`config.mk`:
```
export PLATFORM = sky130hd
export DESIGN_NAME = seg_scan_driver_flat
export DESIGN_NICKNAME = d
export VERILOG_FILES = /design/src/rtl/watch_disp_pkg.sv /design/src/rtl/seg_scan_driver_if.sv /design/src/rtl/disp_tick_gen.sv /design/src/rtl/seg_scan_driver.sv /design/src/flat_wrapper.sv
export SDC_FILE = /design/constraint.sdc
export NUM_CORES = 1
export LEC_CHECK = 0
export CAP_MARGIN = 15
export CORE_MARGIN = 8
export CORE_UTILIZATION = 50
export DETAILED_ROUTE_END_ITERATION = 8
export GPL_ROUTABILITY_DRIVEN = 0
export PLACE_DENSITY = 0.77
export SLEW_MARGIN = 10
export SYNTH_ARGS = -nofsm -noshare
export SYNTH_HDL_FRONTEND = slang
export SYNTH_SLANG_ARGS = --single-unit
```
`constraint.sdc`:
```
create_clock -name clk -period 3.3 [get_ports clk]
set_input_delay 0.33 -clock clk [delete_from_list [all_inputs] [get_ports clk]]
set_output_delay 0.33 -clock clk [all_outputs]
set_load 0.02 [all_outputs]
```
`src/rtl/watch_disp_pkg.sv`:
```
// Shared display definitions for the watch display path: digit/segment geometry,
// segment bit order and index types.
package watch_disp_pkg;

  localparam int unsigned NUM_DIGITS = 6;
  localparam int unsigned SEG_W      = 8;
  localparam int unsigned DISP_W     = NUM_DIGITS * SEG_W;
  localparam int unsigned DIG_W      = 3;
  localparam int unsigned SUB_W      = 3;
  localparam int unsigned NUM_SUBS   = 8;
  localparam int unsigned BRIGHT_W   = 3;

  localparam logic [SEG_W-1:0] SEG_BLANK = 8'h00;

  // Segment bit positions within a digit byte
  localparam int unsigned SEG_A  = 0;
  localparam int unsigned SEG_B  = 1;
  localparam int unsigned SEG_C  = 2;
  localparam int unsigned SEG_D  = 3;
  localparam int unsigned SEG_E  = 4;
  localparam int unsigned SEG_F  = 5;
  localparam int unsigned SEG_G  = 6;
  localparam int unsigned SEG_DP = 7;

  typedef logic [DIG_W-1:0] dig_idx_t;
  typedef logic [SUB_W-1:0] sub_idx_t;

  // Active-low one-hot anode select for a digit
  function automatic logic [NUM_DIGITS-1:0] anode_sel(input dig_idx_t d);
    return ~(NUM_DIGITS'(1) << d);
  endfunction

endpackage

```
`src/rtl/seg_scan_driver_if.sv`:
```
// Display bus between the watch core and the scan driver: display word and
// controls in, multiplexed panel pins and frame pulse out.
interface seg_scan_driver_if;
  import watch_disp_pkg::*;

  logic [DISP_W-1:0]     disp_i;
  logic [NUM_DIGITS-1:0] blink_i;
  logic [BRIGHT_W-1:0]   bright_i;
  logic [SEG_W-1:0]      seg_n;
  logic [NUM_DIGITS-1:0] an_n;
  logic                  frame_o;

  modport master (output disp_i, blink_i, bright_i, input seg_n, an_n, frame_o);
  modport slave  (input disp_i, blink_i, bright_i, output seg_n, an_n, frame_o);

endinterface

```
`src/rtl/disp_tick_gen.sv`:
```
// Scan timing chain: PWM sub-period counter, sub-period index, digit index and
// frame counter with blink phase.
module disp_tick_gen
  import watch_disp_pkg::*;
#(
  parameter int unsigned SUB_DIV      = 6250,
  parameter int unsigned BLINK_FRAMES = 64
) (
  input  logic     clk,
  input  logic     rst_n,
  output sub_idx_t sub_idx,
  output dig_idx_t dig_idx,
  output logic     blink_ph,
  output logic     frame_tick_c
);

  localparam int unsigned SC_W = (SUB_DIV > 1) ? $clog2(SUB_DIV) : 1;
  localparam int unsigned FC_W = (BLINK_FRAMES > 1) ? $clog2(BLINK_FRAMES) : 1;

  logic [SC_W-1:0] sub_cnt;
  logic [FC_W-1:0] frame_cnt;
  logic            sub_tick_c;
  logic            slot_tick_c;

  // Wrap strobes: each stage advances when every stage below it wraps
  always_comb begin
    sub_tick_c   = (sub_cnt == SC_W'(SUB_DIV - 1));
    slot_tick_c  = sub_tick_c && (sub_idx == sub_idx_t'(NUM_SUBS - 1));
    frame_tick_c = slot_tick_c && (dig_idx == dig_idx_t'(NUM_DIGITS - 1));
  end

  always_ff @(posedge clk or negedge rst_n) begin
    if (!rst_n) begin
      sub_cnt   <= '0;
      sub_idx   <= '0;
      dig_idx   <= '0;
      frame_cnt <= '0;
      blink_ph  <= 1'b0;
    end else begin
      sub_cnt <= sub_tick_c ? '0 : sub_cnt + SC_W'(1);
      if (sub_tick_c) sub_idx <= sub_idx + sub_idx_t'(1);
      if (slot_tick_c)
        dig_idx <= (dig_idx == dig_idx_t'(NUM_DIGITS - 1)) ? '0 : dig_idx + dig_idx_t'(1);
      if (frame_tick_c) begin
        if (frame_cnt == FC_W'(BLINK_FRAMES - 1)) begin
          frame_cnt <= '0;
          blink_ph  <= ~blink_ph;
        end else begin
          frame_cnt <= frame_cnt + FC_W'(1);
        end
      end
    end
  end

endmodule

```
`src/rtl/seg_scan_driver.sv`:
```
// Multiplexed common-anode 7-segment back-end: tear-free frame shadow, per-digit
// blink and brightness PWM on the anodes, all panel pins registered.
module seg_scan_driver
  import watch_disp_pkg::*;
#(
  parameter int unsigned SUB_DIV      = 6250,
  parameter int unsigned BLINK_FRAMES = 64
) (
  input  logic               clk,
  input  logic               rst_n,
  seg_scan_driver_if.slave   bus
);

  sub_idx_t          sub_idx;
  dig_idx_t          dig_idx;
  logic              blink_ph;
  logic              frame_tick_c;
  logic [DISP_W-1:0] shadow;
  logic [SEG_W-1:0]  pat_c;
  logic              lit_c;

  disp_tick_gen #(
    .SUB_DIV      (SUB_DIV),
    .BLINK_FRAMES (BLINK_FRAMES)
  ) u_tick (
    .clk          (clk),
    .rst_n        (rst_n),
    .sub_idx      (sub_idx),
    .dig_idx      (dig_idx),
    .blink_ph     (blink_ph),
    .frame_tick_c (frame_tick_c)
  );

  // Current digit pattern and PWM window; sub-period 0 is dead time between digits
  always_comb begin
    pat_c = shadow[SEG_W*dig_idx +: SEG_W];
    if (blink_ph && bus.blink_i[dig_idx]) pat_c = SEG_BLANK;
    lit_c = (sub_idx != '0) && (4'(sub_idx) <= (4'(bus.bright_i) + 4'd1));
  end

  always_ff @(posedge clk or negedge rst_n) begin
    if (!rst_n) begin
      bus.seg_n   <= '1;
      bus.an_n    <= '1;
      bus.frame_o <= 1'b0;
      shadow      <= '0;
    end else begin
      bus.seg_n   <= ~pat_c;
      bus.an_n    <= lit_c ? anode_sel(dig_idx) : '1;
      bus.frame_o <= frame_tick_c;
      if (frame_tick_c) shadow <= bus.disp_i;
    end
  end

endmodule

```
`src/flat_wrapper.sv`:
```
// flat-port wrapper written by rule: the top's interface ports become plain ports
module seg_scan_driver_flat import watch_disp_pkg::*;
#(
  parameter int unsigned SUB_DIV      = 6250,
  parameter int unsigned BLINK_FRAMES = 64
)
  (clk, rst_n, bus_disp_i, bus_blink_i, bus_bright_i, bus_seg_n, bus_an_n, bus_frame_o);
  seg_scan_driver_if bus_i ();
  input  logic clk;
  input  logic rst_n;
  input wire logic [$bits(bus_i.disp_i)-1:0] bus_disp_i;
  input wire logic [$bits(bus_i.blink_i)-1:0] bus_blink_i;
  input wire logic [$bits(bus_i.bright_i)-1:0] bus_bright_i;
  output wire logic [$bits(bus_i.seg_n)-1:0] bus_seg_n;
  output wire logic [$bits(bus_i.an_n)-1:0] bus_an_n;
  output wire logic [$bits(bus_i.frame_o)-1:0] bus_frame_o;
  assign bus_i.disp_i = bus_disp_i;
  assign bus_i.blink_i = bus_blink_i;
  assign bus_i.bright_i = bus_bright_i;
  assign bus_seg_n = bus_i.seg_n;
  assign bus_an_n = bus_i.an_n;
  assign bus_frame_o = bus_i.frame_o;
  seg_scan_driver #(.SUB_DIV(SUB_DIV), .BLINK_FRAMES(BLINK_FRAMES)) u_core (.clk(clk), .rst_n(rst_n), .bus(bus_i));
endmodule
```
# Word level (Yosys, flattened, before mapping)
# Cells that the tools add are included.
[op_classes]
add_sub_neg = 5
magnitude_cmp = 2
n_eq_ne = 4
shifts = 2
n_mux = 7
bitwise_logic = 3
reduce_logical = 6
[op_table]
columns = ["op", "count"]
rows = [
  ["48-bit by 7-bit indexed part select with 8-bit output", 1],
  ["13-bit by 1-bit adder with 13-bit output (second input constant)", 1],
  ["13-bit equality test (second input constant)", 1],
  ["13-bit 2-to-1 mux", 1],
  ["6-bit 2-to-1 mux", 2],
  ["8-bit 2-to-1 mux", 1],
  ["8-bit inverter", 1],
  ["3-bit by 1-bit adder with 3-bit output (second input constant)", 2],
  ["6-bit by 1-bit adder with 6-bit output (second input constant)", 1],
  ["3-bit equality test (second input constant)", 2],
  ["6-bit equality test (second input constant)", 1],
  ["6-bit inverter", 1],
  ["1-bit by 3-bit << shifter with 6-bit output (first input constant)", 1],
  ["3-bit by 1-bit adder with 4-bit output (second input constant)", 1],
  ["3-bit by 4-bit less-or-equal comparator with 1-bit output", 1],
  ["1-bit logical AND", 4],
  ["3-bit by 4-bit less-than comparator with 1-bit output (second input constant)", 1],
  ["1-bit binary-select mux with 3-bit select", 1],
  ["3-bit 2-to-1 mux", 1],
  ["3-bit nonzero test", 1],
  ["2-bit AND reduction", 1],
  ["1-bit 2-to-1 mux", 1],
  ["1-bit inverter", 1],
]
[totals]
reg_bits = 89
input_bits = 59
word_cells = 38

# Logic depth before layout (Yosys ltp)
[logic_depth]
ltp_word = 5
depth_mapped = 8
depth_no_buf = 7

# Cells and area by module
# A second synthesis with hierarchy kept.
[hier_totals]
cells_unflattened = 314
area_unflattened_um2 = 4105.2
[modules_own_cells]
columns = ["module", "n_inst", "cells_per_inst", "area_per_inst_um2", "seq_area_each_um2"]
rows = [
  ["seg_scan_driver", 1, 208, 2835.2, 1594.0],
  ["disp_tick_gen", 1, 106, 1270.0, 650.6],
]

# Least setup slack after synthesis
# OpenSTA, ideal clock, no wires.
[synth_timing]
kind = "reg-to-reg"
start = "register u_core.u_tick.sub_cnt[9]"
end = "register u_core.u_tick.frame_cnt[3]"
setup_time_ns = 0.083
arrival_ns = 2.007
required_ns = 3.217
setup_slack_ns = 1.210
stages_incl_launch_ff = 6
n_path_buf = 1
path_cell_list = "dfrtp_1 > or4b_4 > or4_1 > buf_2 > or3_1 > o21ai_0"
[synth_via]
elab_chain_cells = 3
[synth_lines]
columns = ["item", "line_no", "source"]
rows = [
  ["from (decl)", "disp_tick_gen.sv:20", "logic [SC_W-1:0] sub_cnt;"],
  ["from (signal assigned)", "disp_tick_gen.sv:40", "sub_cnt <= sub_tick_c ? '0 : sub_cnt + SC_W'(1);"],
  ["13-bit equality test", "disp_tick_gen.sv:27", "sub_tick_c = (sub_cnt == SC_W'(SUB_DIV - 1));"],
  ["1-bit logical AND", "disp_tick_gen.sv:28", "slot_tick_c = sub_tick_c && (sub_idx == sub_idx_t'(NUM_SUBS - 1));"],
  ["1-bit logical AND", "disp_tick_gen.sv:29", "frame_tick_c = slot_tick_c && (dig_idx == dig_idx_t'(NUM_DIGITS - 1));"],
  ["to (signal assigned)", "disp_tick_gen.sv:49", "frame_cnt <= frame_cnt + FC_W'(1);"],
  ["to (decl)", "disp_tick_gen.sv:21", "logic [FC_W-1:0] frame_cnt;"],
]
# No other way between the ends.
# A chain may end at the register's enable or synchronous reset.

# Worst setup path in the final report
[layout_timing]
start = "register u_core.u_tick.sub_cnt[9]"
end = "register u_core.shadow[29]"
[layout_via]
elab_chain_cells = 3
[layout_lines]
columns = ["item", "line_no", "source"]
rows = [
  ["13-bit equality test", "disp_tick_gen.sv:27", ""],
  ["1-bit logical AND", "disp_tick_gen.sv:28", ""],
  ["1-bit logical AND", "disp_tick_gen.sv:29", ""],
  ["to (signal assigned)", "seg_scan_driver.sv:51", "if (frame_tick_c) shadow <= bus.disp_i;"],
  ["to (decl)", "seg_scan_driver.sv:18", "logic [DISP_W-1:0] shadow;"],
]
# No other way between the ends.

==> reports/summary.md <==
### Logic synthesis
• 3.25% — xor and xnor area share after synthesis
• 0 — Yosys warnings
• 4040 um^2 — Post-Synthesis Cell Area
• 37 — count of unique library cells instantiated by Yosys
• 0 — number of flops mapped to enable cells by yosys
• 89 — Yosys reg bits
• 406 — instance count of the mapped netlist
• sky130_fd_sc_hd__dfrtp_1 — dominant register cell in the synthesized netlist
• 8.12% — multiplexer fraction of the synthesized cell area
• 9.94 um^2 — average cell area after synthesis
• 2.79% — post-synthesis compound-gate area fraction
• 55.6% — post-synthesis sequential area ratio
• simple AND/OR/NAND/NOR gates — largest family of logic cells by synthesized area
• 476 — post-synthesis net count
• 3.41% — Post-Synth Adder-Cell Area
• 24.4% — simple-gate area share of the yosys netlist
• 100% — Synth async-reset ratio

### Floorplanning
• 74 — ports placed on the boundary
• 52.0% — effective utilization at floorplan
• 7770 um^2 — CORE AREA
• 11200 um^2 — overall die area
• 32 — std cell rows
• 106 um — die outline height
• 106 um — Horiz. Die Dim

### Setup path
• sky130_fd_sc_hd__nand2_1 — CP dominant cell by count
• register to register — path type of the worst setup path
• 34 — worst-path fanout max
• sky130_fd_sc_hd__or4_2 — cell with the largest stage delay on the worst path
• 3.54 ns — Worst Path Required
• u_core.shadow[29] — destination of the worst register-to-register timing path
• 0.92 ns — largest incremental delay on the critical path
• 0.74 ns — flop-to-flop setup slack
• 5 — number of cell instances on the worst register-to-register path
• register — critical path capture point type
• or4b_4, or4_2, buf_4, nand2_1, nand2_1 — CP cell instances
• 2.80 ns — Arrival @ worst endpoint
• register — Startpoint Class
• 1 — combined buffer and inverter count along the critical path
• simple AND/OR/NAND/NOR gates — Crit path max-delay family
• u_core.u_tick.sub_cnt[9] — critical register-to-register path startpoint

### Timing
• 2.56 ns — clock period minus worst slack
• 0.736 ns — setup ws final
• 77.7% — fraction of the cycle the final worst path needs
• 0.390 GHz — Fmax
• 0.0110 ns — worst clock skew on the final layout
• 0 — number of max-slew violations in the final report
• 0 — total count of hold-check failures in the final report
• 0 ns — setup TNS
• false — RSZ-0062 raised after global routing
• 59.6% — relative slew slack
• 0 — final number of setup-violating endpoints
• 0.602 ns — Worst Tran Pin Value

### Clock tree
• 9 — number of buffers inserted during clock tree synthesis
• built — TritonCTS clock tree
• 3 — CTS HTree Levels
• 0.35 ns — clock latency on the worst-skew pair
• 89 — number of sinks on the clock net
• 0.08 ns — clock edge transition at the registers on the reported setup and hold paths
• 2 — clock buffer depth
• 0 — number of cells upsized or downsized after cts
• sky130_fd_sc_hd__clkbuf_8 — clk root buf

### Final layout
• sky130_fd_sc_hd__nand2_1 (170), sky130_fd_sc_hd__dfrtp_1 (75), sky130_fd_sc_hd__clkdlybuf4s50_1 (72), sky130_fd_sc_hd__dfstp_2 (14), sky130_fd_sc_hd__nor2_1 (13) — top library cells by usage in the layout, fill and taps aside
• sky130_fd_sc_hd__nand2_1 — commonest non-fill, non-tap cell in the layout
• 65.4% — share of the core filled with cells in the final layout
• 0 — Diodes inserted
• 10.5% — share of cells above drive strength 1
• 25.9% — area added between synthesis and finish
• 549 — total number of nets in the final design

### Route
• 14.7 um — average wire length per cell after detail routing
• 8630 um — total wirelength of the detailed-routed design
• 0 — antenna-violating nets left
• 0 — count of unresolved DRC violations after routing
• 3046 — count of vias placed by the detailed router
• 126 — DRC marker count from the first detailed-route iteration
• 4 — Initial DRT Pass Iterations
• 5.20 — post-detailed-route via-to-cell ratio

### Global routing
• 0 — antenna violations before repair
• 3045 — number of global-route vias before repair
• 14700 um — global-route wire length before repair
• 90 — maximum number of pins on one net before global-route repair
• 16.1% — GRT Total Usage
• 0 — residual overflow from global routing

### Flow run
• 0 — MaxCap Viol Count

### Power
• 0.000197 V — peak supply drop
• 2.24 nW — standby leakage power
• 1.89 mW — overall power consumption
• 371 nW/um^2 — ratio of total power to cell area

### Placed design
• 0.767 ns — Post-Place Worst Slack
• 73 — port bufs
• 6170 um — DP Wirelength

### Hold path
• primary input to async pin — min-delay worst type

### Status
• complete, no violations — result of the run

==> Yosys cell counts, types with 2 or more instances <==
cell                          n  area share (%)
sky130_fd_sc_hd__ha_1        11             3.4
sky130_fd_sc_hd__dfrtp_1     75              46
sky130_fd_sc_hd__and2_1       2            0.31
sky130_fd_sc_hd__nand2b_1     2            0.31
sky130_fd_sc_hd__nor2_1      13             1.2
sky130_fd_sc_hd__buf_2        2            0.25
sky130_fd_sc_hd__mux2i_1      8             2.0
sky130_fd_sc_hd__xor2_1       3            0.65
sky130_fd_sc_hd__mux4_2       9             5.0
sky130_fd_sc_hd__nand2_1    170              16
sky130_fd_sc_hd__inv_1        7            0.65
sky130_fd_sc_hd__clkbuf_1    15             1.4
sky130_fd_sc_hd__dfstp_2     14             9.1
sky130_fd_sc_hd__mux2_2       4             1.1
sky130_fd_sc_hd__nand4_1      6            0.93
sky130_fd_sc_hd__nand4bb_1    2            0.56
sky130_fd_sc_hd__nand4b_1     3            0.65
sky130_fd_sc_hd__xnor2_1     12             2.6
sky130_fd_sc_hd__and4_1       2            0.43
sky130_fd_sc_hd__a21oi_1      3            0.37
sky130_fd_sc_hd__nor2b_1      3            0.47
sky130_fd_sc_hd__o21ai_0     12             1.5
sky130_fd_sc_hd__nand3b_1     2            0.37
sky130_fd_sc_hd__nand3_1     12             1.5
sky130_fd_sc_hd__and3_1       2            0.31
==> per-stage QoR <==
step                instance area, um^2  hold slack (ns)  std cells
floorplan                          4040           0.0344        406
global placement                   4860            0.445        568
detailed placement                 4860            0.456        568
CTS                                5050            0.218        584
global route                       5080            0.493        586
finish                             5080            0.471        586
==> cell families (layout without fill, tap and decap cells) <==
logic type	Yosys count	after routing
buffers and inverters	25	103
and+or+nand+nor	225	225
muxes	21	21
adders and majority gates	11	11
xor gates and xnor gates	15	15
DFF	89	89
AOI/OAI and AO/OA	20	20
==> repair_timing <==
action | CTS | global route
hold buffers | 0 | 1
hold endpoints to repair | 0 | 32
setup buffers | 0 | 0
==> layer usage <==
layer	global-route usage (%)	share of wire, %
met1	21.4	46
met2	24.2	46
met3	3.84	6.6
met4	7.74	1.7
met5	0	0
==> report_power, final <==
part | switching (mW) | internal [mW] | total (mW)
sequential | 0 | 1.09 | 1.09
clock | 0.354 | 0.335 | 0.689
combinational | 0.0366 | 0.0701 | 0.107
==> sequential cells by signal, summed over array words and instances (netlist names) <==
register / count
u_core.bus.an_n: 6
u_core.bus.frame_o: 1
u_core.bus.seg_n: 8
u_core.shadow: 48
u_core.u_tick.blink_ph: 1
u_core.u_tick.dig_idx: 3
u_core.u_tick.frame_cnt: 6
u_core.u_tick.sub_cnt: 13
u_core.u_tick.sub_idx: 3
==> area by class of cell <==
class                           count  area (um^2)
Timing Repair Buffer               80          803
Multi-Input combinational cell    292         1700
Tap cell                          102          128
Clock buffer                       14          173
Inverter                            7         26.3
Sequential cell                    89         2240
Clock inverter                      2         12.5
Fill cell                         642         2680
==> worst max-delay path by stage <==
stage	startpoint	to	slack [ns]	depth (start not counted)
floorplan	u_core.u_tick.sub_cnt[9]	u_core.u_tick.frame_cnt[3]	1.21	5
finish	u_core.u_tick.sub_cnt[9]	u_core.shadow[29]	0.74	5
CTS	u_core.u_tick.sub_cnt[9]	u_core.shadow[29]	0.73	5
global route	u_core.u_tick.sub_cnt[9]	u_core.shadow[5]	0.64	5
global placement	u_core.u_tick.sub_cnt[9]	u_core.shadow[1]	0.82	5
detailed placement	u_core.u_tick.sub_cnt[9]	u_core.shadow[29]	0.77	5
(Power assumes the default switching activity.)
